### src/rtl/fp_adder_arbiter_pkg.sv
// ---------------------------------------------------------------------------
// fp_arb_pkg
// Shared definitions for the two-requester floating-point adder arbiter:
// the controller state enum, the requester count, the default datapath
// width and WAIT timeout, and small index helpers used by the arbiter and
// its round-robin grant block.
// Ports: none (package).
// ---------------------------------------------------------------------------
package fp_arb_pkg;

   localparam int NUM_REQ         = 2;
   localparam int IDX_W           = (NUM_REQ > 1) ? $clog2(NUM_REQ) : 1;
   localparam int DEFAULT_WIDTH   = 64;
   localparam int DEFAULT_TIMEOUT = 255;

   typedef enum logic [1:0] {
      IDLE    = 2'd0,
      ISSUE   = 2'd1,
      WAIT    = 2'd2,
      RESPOND = 2'd3
   } arb_state_t;

   // Requester index that follows idx, wrapping back to requester 0.
   function automatic logic [IDX_W-1:0] next_index(input logic [IDX_W-1:0] idx);
      if (int'(idx) == NUM_REQ - 1) begin
         return '0;
      end
      return idx + 1'b1;
   endfunction

   // One-hot requester vector with only bit idx set.
   function automatic logic [NUM_REQ-1:0] onehot(input logic [IDX_W-1:0] idx);
      logic [NUM_REQ-1:0] vec;
      vec      = '0;
      vec[idx] = 1'b1;
      return vec;
   endfunction

endpackage

### src/rtl/fp_adder_arbiter_if.sv
// ---------------------------------------------------------------------------
// fp_adder_arbiter_if
// Requester-side bus of the adder arbiter: per-requester request handshake
// with packed operands, and per-requester response handshake sharing one
// result/error pair.
//   req_valid / req_ready  : request handshake, one bit per requester
//   req_a / req_b          : packed operands, slice i belongs to requester i
//   rsp_valid / rsp_ready  : response handshake, one bit per requester
//   rsp_sum / rsp_err      : result and timeout flag, qualified by rsp_valid
// Modports: master = requesters, slave = arbiter.
// ---------------------------------------------------------------------------
interface fp_adder_arbiter_if
   import fp_arb_pkg::*;
#(
   parameter int WIDTH = DEFAULT_WIDTH
);

   logic [NUM_REQ-1:0]       req_valid;
   logic [NUM_REQ-1:0]       req_ready;
   logic [NUM_REQ*WIDTH-1:0] req_a;
   logic [NUM_REQ*WIDTH-1:0] req_b;
   logic [NUM_REQ-1:0]       rsp_valid;
   logic [NUM_REQ-1:0]       rsp_ready;
   logic [WIDTH-1:0]         rsp_sum;
   logic                     rsp_err;

   modport master (
      output req_valid, req_a, req_b, rsp_ready,
      input  req_ready, rsp_valid, rsp_sum, rsp_err
   );

   modport slave (
      input  req_valid, req_a, req_b, rsp_ready,
      output req_ready, rsp_valid, rsp_sum, rsp_err
   );

endinterface

### src/rtl/fp_rr_grant.sv
// ---------------------------------------------------------------------------
// fp_rr_grant
// Round-robin grant for the arbiter. Holds the priority pointer and picks
// the first valid requester at or after it.
//   clk, rst    : clock and asynchronous active-high reset
//   req         : per-requester valid
//   advance     : a grant was taken this cycle, move the pointer
//   grant       : one-hot winner (all zero when nobody requests)
//   grant_idx   : binary index of the winner
//   grant_valid : at least one requester is valid
// ---------------------------------------------------------------------------
module fp_rr_grant
   import fp_arb_pkg::*;
(
   input  logic               clk,
   input  logic               rst,
   input  logic [NUM_REQ-1:0] req,
   input  logic               advance,
   output logic [NUM_REQ-1:0] grant,
   output logic [IDX_W-1:0]   grant_idx,
   output logic               grant_valid
);

   logic [IDX_W-1:0] ptr;
   logic [IDX_W-1:0] cand;

   // Scan from the farthest offset back to the pointer so that the closest
   // valid requester to the pointer is written last and therefore wins.
   always_comb begin
      grant       = '0;
      grant_idx   = '0;
      grant_valid = 1'b0;
      cand        = '0;
      for (int off = NUM_REQ - 1; off >= 0; off--) begin
         cand = IDX_W'((int'(ptr) + off) % NUM_REQ);
         if (req[cand]) begin
            grant       = onehot(cand);
            grant_idx   = cand;
            grant_valid = 1'b1;
         end
      end
   end

   // After a grant the requester following the winner becomes favored, so a
   // requester that keeps asking cannot starve the other one.
   always_ff @(posedge clk or posedge rst) begin
      if (rst) begin
         ptr <= '0;
      end else if (advance) begin
         ptr <= next_index(grant_idx);
      end
   end

endmodule

### src/rtl/fp_adder_arbiter.sv
// ---------------------------------------------------------------------------
// fp_adder_arbiter
// Shares one multi-cycle floating-point adder between two requesters.
// A round-robin winner is accepted in IDLE, its operands are launched to
// the adder with a one-cycle start pulse, the result (or a timeout error)
// is returned to that requester, and the block goes back to IDLE once the
// requester accepts the response.
//   clk, rst          : clock and asynchronous active-high reset
//   bus (slave)       : requester request/response handshakes
//   add_start         : one-cycle launch pulse to the adder
//   add_a, add_b      : adder operands, held from ISSUE until WAIT ends
//   add_done, add_sum : adder completion pulse and result
//   busy              : high whenever the controller is not IDLE
// ---------------------------------------------------------------------------
module fp_adder_arbiter
   import fp_arb_pkg::*;
#(
   parameter int WIDTH   = DEFAULT_WIDTH,
   parameter int TIMEOUT = DEFAULT_TIMEOUT
) (
   input  logic             clk,
   input  logic             rst,
   fp_adder_arbiter_if.slave bus,
   output logic             add_start,
   output logic [WIDTH-1:0] add_a,
   output logic [WIDTH-1:0] add_b,
   input  logic             add_done,
   input  logic [WIDTH-1:0] add_sum,
   output logic             busy
);

   localparam int               CNT_W    = $clog2(TIMEOUT + 1);
   localparam logic [CNT_W-1:0] CNT_LAST = CNT_W'(TIMEOUT - 1);

   arb_state_t state;

   logic [IDX_W-1:0]              grant_q;
   logic [CNT_W-1:0]              cnt;
   logic [NUM_REQ-1:0]            rsp_valid_q;
   logic [WIDTH-1:0]              rsp_sum_q;
   logic                          rsp_err_q;

   logic [NUM_REQ-1:0]            rr_grant;
   logic [IDX_W-1:0]              rr_idx;
   logic                          rr_valid;
   logic                          take;
   logic                          in_idle;
   logic [NUM_REQ-1:0][WIDTH-1:0] req_a_arr;
   logic [NUM_REQ-1:0][WIDTH-1:0] req_b_arr;

   assign req_a_arr = bus.req_a;
   assign req_b_arr = bus.req_b;

   fp_rr_grant u_rr_grant (
      .clk         (clk),
      .rst         (rst),
      .req         (bus.req_valid),
      .advance     (take),
      .grant       (rr_grant),
      .grant_idx   (rr_idx),
      .grant_valid (rr_valid)
   );

   // Acceptance is offered only in IDLE and only to the round-robin winner.
   // It is also held off while reset is asserted so no requester can see a
   // handshake that the controller is not going to capture.
   assign in_idle       = (state == IDLE) && !rst;
   assign bus.req_ready = in_idle ? rr_grant : '0;
   assign take          = in_idle && rr_valid;

   assign bus.rsp_valid = rsp_valid_q;
   assign bus.rsp_sum   = rsp_sum_q;
   assign bus.rsp_err   = rsp_err_q;

   // Controller FSM with all adder/response outputs registered.
   // WAIT lasts at most TIMEOUT cycles (counter values 0..TIMEOUT-1); a done
   // pulse in the final WAIT cycle still beats the timeout. add_done outside
   // WAIT is never looked at, so a pulse left over from an aborted operation
   // cannot leak into a later one.
   always_ff @(posedge clk or posedge rst) begin
      if (rst) begin
         state       <= IDLE;
         grant_q     <= '0;
         cnt         <= '0;
         add_start   <= 1'b0;
         add_a       <= '0;
         add_b       <= '0;
         rsp_valid_q <= '0;
         rsp_sum_q   <= '0;
         rsp_err_q   <= 1'b0;
         busy        <= 1'b0;
      end else begin
         case (state)
            IDLE: begin
               if (take) begin
                  state     <= ISSUE;
                  grant_q   <= rr_idx;
                  add_start <= 1'b1;
                  add_a     <= req_a_arr[rr_idx];
                  add_b     <= req_b_arr[rr_idx];
                  cnt       <= '0;
                  busy      <= 1'b1;
               end
            end
            ISSUE: begin
               add_start <= 1'b0;
               cnt       <= '0;
               state     <= WAIT;
            end
            WAIT: begin
               if (add_done || (cnt == CNT_LAST)) begin
                  state       <= RESPOND;
                  rsp_valid_q <= onehot(grant_q);
                  rsp_sum_q   <= add_done ? add_sum : '0;
                  rsp_err_q   <= !add_done;
                  add_a       <= '0;
                  add_b       <= '0;
               end else begin
                  cnt <= cnt + 1'b1;
               end
            end
            RESPOND: begin
               if (bus.rsp_ready[grant_q]) begin
                  state       <= IDLE;
                  rsp_valid_q <= '0;
                  rsp_sum_q   <= '0;
                  rsp_err_q   <= 1'b0;
                  cnt         <= '0;
                  busy        <= 1'b0;
               end
            end
            default: begin
               state <= IDLE;
            end
         endcase
      end
   end

endmodule

### src/flat_wrapper.sv
// flat-port wrapper written by rule: the top's interface ports become plain ports
module fp_adder_arbiter_flat import fp_arb_pkg::*;
#(
   parameter int WIDTH   = DEFAULT_WIDTH,
   parameter int TIMEOUT = DEFAULT_TIMEOUT
)
  (clk, rst, add_start, add_a, add_b, add_done, add_sum, busy, bus_req_valid, bus_req_a, bus_req_b, bus_rsp_ready, bus_req_ready, bus_rsp_valid, bus_rsp_sum, bus_rsp_err);
  fp_adder_arbiter_if #(.WIDTH(WIDTH)) bus_i ();
  input  logic clk;
  input  logic rst;
  output logic add_start;
  output logic [WIDTH-1:0] add_a;
  output logic [WIDTH-1:0] add_b;
  input  logic add_done;
  input  logic [WIDTH-1:0] add_sum;
  output logic busy;
  input wire logic [$bits(bus_i.req_valid)-1:0] bus_req_valid;
  input wire logic [$bits(bus_i.req_a)-1:0] bus_req_a;
  input wire logic [$bits(bus_i.req_b)-1:0] bus_req_b;
  input wire logic [$bits(bus_i.rsp_ready)-1:0] bus_rsp_ready;
  output wire logic [$bits(bus_i.req_ready)-1:0] bus_req_ready;
  output wire logic [$bits(bus_i.rsp_valid)-1:0] bus_rsp_valid;
  output wire logic [$bits(bus_i.rsp_sum)-1:0] bus_rsp_sum;
  output wire logic [$bits(bus_i.rsp_err)-1:0] bus_rsp_err;
  assign bus_i.req_valid = bus_req_valid;
  assign bus_i.req_a = bus_req_a;
  assign bus_i.req_b = bus_req_b;
  assign bus_i.rsp_ready = bus_rsp_ready;
  assign bus_req_ready = bus_i.req_ready;
  assign bus_rsp_valid = bus_i.rsp_valid;
  assign bus_rsp_sum = bus_i.rsp_sum;
  assign bus_rsp_err = bus_i.rsp_err;
  fp_adder_arbiter #(.WIDTH(WIDTH), .TIMEOUT(TIMEOUT)) u_core (.clk(clk), .rst(rst), .bus(bus_i), .add_start(add_start), .add_a(add_a), .add_b(add_b), .add_done(add_done), .add_sum(add_sum), .busy(busy));
endmodule
### config.mk
export PLATFORM = sky130hd
export DESIGN_NAME = fp_adder_arbiter_flat
export DESIGN_NICKNAME = d
export VERILOG_FILES = /design/src/rtl/fp_adder_arbiter_pkg.sv /design/src/rtl/fp_adder_arbiter_if.sv /design/src/rtl/fp_rr_grant.sv /design/src/rtl/fp_adder_arbiter.sv /design/src/flat_wrapper.sv
export SDC_FILE = /design/constraint.sdc
export NUM_CORES = 1
export LEC_CHECK = 0
export CORE_AREA = 3 3 206 208
export DETAILED_ROUTE_END_ITERATION = 10
export DIE_AREA = 0 0 209 211
export HOLD_SLACK_MARGIN = 0.08
export PLACE_DENSITY = 0.72
export SYNTH_ARGS = -nofsm -noshare
export SYNTH_HDL_FRONTEND = slang
export SYNTH_SLANG_ARGS = --single-unit
### constraint.sdc
create_clock -name clk -period 7.4 [get_ports clk]
set_clock_uncertainty 0.1 [all_clocks]
set_input_delay 1.85 -clock clk [delete_from_list [all_inputs] [get_ports clk]]
set_output_delay 1.85 -clock clk [all_outputs]
set_load 0.005 [all_outputs]
==> flow_summary_export.csv <==
group,metric,value,unit
status,status,"finished clean",
drt,drt_first_pass_iters,7,
placed_design,dp.cells,2075,
synth,ys_async_sr_fraction,1.000,
drt,drt_first_iter_violations,706,
power_and_ir_drop,ir_drop,0.3222,mV
synth,synth_area_leaders,"dfrtp_1, mux2_4, nand3b_1",
setup_path,critPathArrivalTime,3.72,ns
placed_design,port_buffers,525,
synth,ys_seq_area_frac,0.4450,
timing,hold_violations,0,
synth,synthFlopType,"dfrtp_1",
floorplan,ioPinCount,526,
drt,drc,0,
synth,yosysTopAreaCellShare,0.4450,
clock_network,cts.sinks,209,
timing,post-route-min-period,5.670,ns
grt,antenna_found_initial,1,
setup_path,critPathKind,"in2out",
finish,register_area,5230,µm²
finish,area_growth,53.50,%
timing,setup_violations,0,
finish,final_area,18040,µm²
grt,grt_pass1_vias,10510,
synth,post_synth_instance_area,11750,µm²
synth,synth_top_area_cell,"dfrtp_1",
floorplan,die_y,211,µm
setup_path,worstPathCellList,"buf_4, clkinv_2, nor4_1, clkdlybuf4s50_1",
floorplan,core,40740,µm²
grt,grt.total_usage,0.1696,
placed_design,gp_congestion,0.8801,
floorplan,rows,74,
drt,routedWlPerCell,18.79,µm
power_and_ir_drop,total_power,6.821,mW
placed_design,place_area,17190,µm²
clock_network,clock_latency,0.54,ns
timing,tns,0,ns
hold_path,min_path_type,"reg2reg",
clock_network,cts-root-buf,"clkbuf_16",
clock_network,clockBufferDepth,3,
clock_network,cts_tree,"built",
synth,syn-num-nets,1443,
finish,fin_nets,1905,
finish,fillers,3837,
finish,final_core_util,0.4428,
timing,rsz0062_at_grt,"no",
drt,vias,10340,
setup_path,worstSetupEndpointType,"output port",
timing,slew_viol_final,0,
power_and_ir_drop,leakagePower,7.425,nW
timing,min_period_over_period,0.7662,
clock_network,path_clk_slew,0.05,ns
synth,syn_area_per_cell,10.60,µm²
grt,grt_overflow,0,
synth,synthCells,1109,
placed_design,detailed_place_hpwl,27.99,mm
setup_path,critPathSlowestCell,"nor4_1",
clock_network,post_cts_resized,0,
setup_path,critPathMaxFanout,50,
job,maxCapViolations,0,
clock_network,cts_made_buffers,26,
power_and_ir_drop,p_per_area,378.1,nW/µm²
timing,worst_slew_pin_slew,1.199,ns
floorplan,floorplan.die.width,209,µm
clock_network,cts_setup_buffers,0,
synth,synth_edf_count,0,
clock_network,hold_buffers,0,
floorplan,start_util,0.2885,
floorplan,die_area,44100,µm²
timing,fmax,176.4,MHz
finish,final_layout_size_suffix_gt1_frac,0.1227,
finish,multi_input_area,5635,µm²
drt,ant_nets,0,
finish,fin_cells,2121,
drt,drt-total-wl,39.85,mm
setup_path,required,5.45,ns
drt,vias_per_cell,4.876,
synth,synth_seq_cells,209,
synth,synth_warnings,0,
timing,max-slew-margin-rel,0.2005,
grt,grt_pass1_wl,60.78,mm
clock_network,htree_levels,1,
grt,grt_max_degree,109,
synth,synthDistinctLibCells,45,
finish,n_antenna_cell,0,
setup_path,start_kind,"primary input",
setup_path,cpPeakStageDelay,0.63,ns
==> flip-flops by register name, summed over array words and instances (netlist names) <==
signal,flops
u_core.state,2
u_core.u_rr_grant.ptr,1
u_core.cnt,8
u_core.bus.rsp_sum,64
u_core.bus.rsp_valid,2
u_core.add_a,64
u_core.bus.rsp_err,1
u_core.grant_q,1
u_core.add_start,1
u_core.busy,1
u_core.add_b,64
==> path summary, 6_finish.rpt <==
kind	slack, ns	from	cells after the start	endpoint
min in group asynchronous	1.80	rst	2	u_core.grant_q
min	0.41	u_core.add_a[53]	1	u_core.add_a[53]
min reg2reg	0.41	u_core.add_a[53]	1	u_core.add_a[53]
max in group asynchronous	4.41	rst	3	u_core.add_b[4]
max reg2reg	3.46	u_core.state[0]	7	u_core.add_b[37]
max	1.73	bus_req_valid[1]	4	bus_req_ready[1]
==> kinds of logic after synthesis <==
| group | after synthesis | synth area share |
|---|---|---|
| DFF | 209 | 0.4450 |
| muxes | 197 | 0.2202 |
| buffers and inverters | 176 | 0.07804 |
| and+or+nand+nor | 232 | 0.1202 |
| adders and majority gates | 7 | 0.007452 |
| AOI/OAI and AO/OA | 288 | 0.1291 |
==> cell usage in the layout, fill, tap and decap left out, types with 2 or more instances in the layout <==
cell type        synthesis  final
mux2_4                 120    120
buf_4                    1     10
o22ai_1                  3      3
a21oi_1                135    135
clkbuf_8                 0      5
nand2b_1                 2      2
nor2b_1                  4      3
nand3_1                  6      6
a21o_1                   3      3
o211ai_1                 3      3
nor2_1                   8      8
nand2_1                 74     74
clkbuf_1                67      5
bufinv_16                0      2
nand3b_1               128    128
a21oi_4                  1      2
dfrtp_1                209    209
buf_12                  13      3
and3_1                   2      2
mux2i_1                 65     65
clkbuf_16                0     26
inv_1                   72     71
mux2_2                  12     12
o21ai_0                132    132
ha_1                     7      6
clkinv_2                 0      8
nand4_1                  2      2
clkdlybuf4s50_1          0    524
==> cell usage after synthesis, types with 2 or more instances <==
| cell type | count |
|---|---|
| o21ai_0 | 132 |
| buf_6 | 4 |
| buf_12 | 13 |
| nand2_1 | 74 |
| ha_1 | 7 |
| mux2i_1 | 65 |
| buf_1 | 9 |
| nand2b_1 | 2 |
| nor2b_1 | 4 |
| o22ai_1 | 3 |
| mux2_4 | 120 |
| buf_2 | 8 |
| nand4_1 | 2 |
| nand3_1 | 6 |
| nor2_1 | 8 |
| dfrtp_1 | 209 |
| inv_1 | 72 |
| a21oi_1 | 135 |
| nand3b_1 | 128 |
| a21o_1 | 3 |
| clkbuf_1 | 67 |
| mux2_2 | 12 |
| and3_1 | 2 |
| o211ai_1 | 3 |
==> power by group <==
group | switching [mW] | internal (mW) | leakage (nW)
Sequential | 0.289 | 1.64 | 2.65
Combinational | 1.47 | 2.16 | 4.35
Clock | 0.501 | 0.763 | 0.425
==> area by class of cell <==
type	instances	share of cell area
Multi-Input combinational cell	724	0.3124
Timing Repair Buffer	537	0.2982
Sequential cell	209	0.2899
Clock buffer	36	0.04092
Tap cell	532	0.03690
Inverter	73	0.01547
Clock inverter	10	0.006173
==> critical path, delay by kind of cell <==
family	cells	cell delay, ns
and+or+nand+nor	1	0.63
buffers and inverters	3	1.23
==> layer usage <==
metal,GRT usage,vias to the layer above,routed length [µm]
li1,-,4779,-
met1,0.2157,5034,16320
met2,0.2828,441,19170
met3,0.03565,89,2797
met4,0.06882,0,1559
met5,0,-,0
==> per-stage QoR <==
stage          setup WS (ns)  hold WS [ns]
3_3_place_gp           1.767        0.3896
4_1_cts                1.708        0.4048
3_5_place_dp           1.701        0.3903
5_1_grt                1.638        0.4134
2_1_floorplan          2.608        0.3643
6_report               1.730        0.4064
Note: power is estimated with default switching activity, not from simulation.
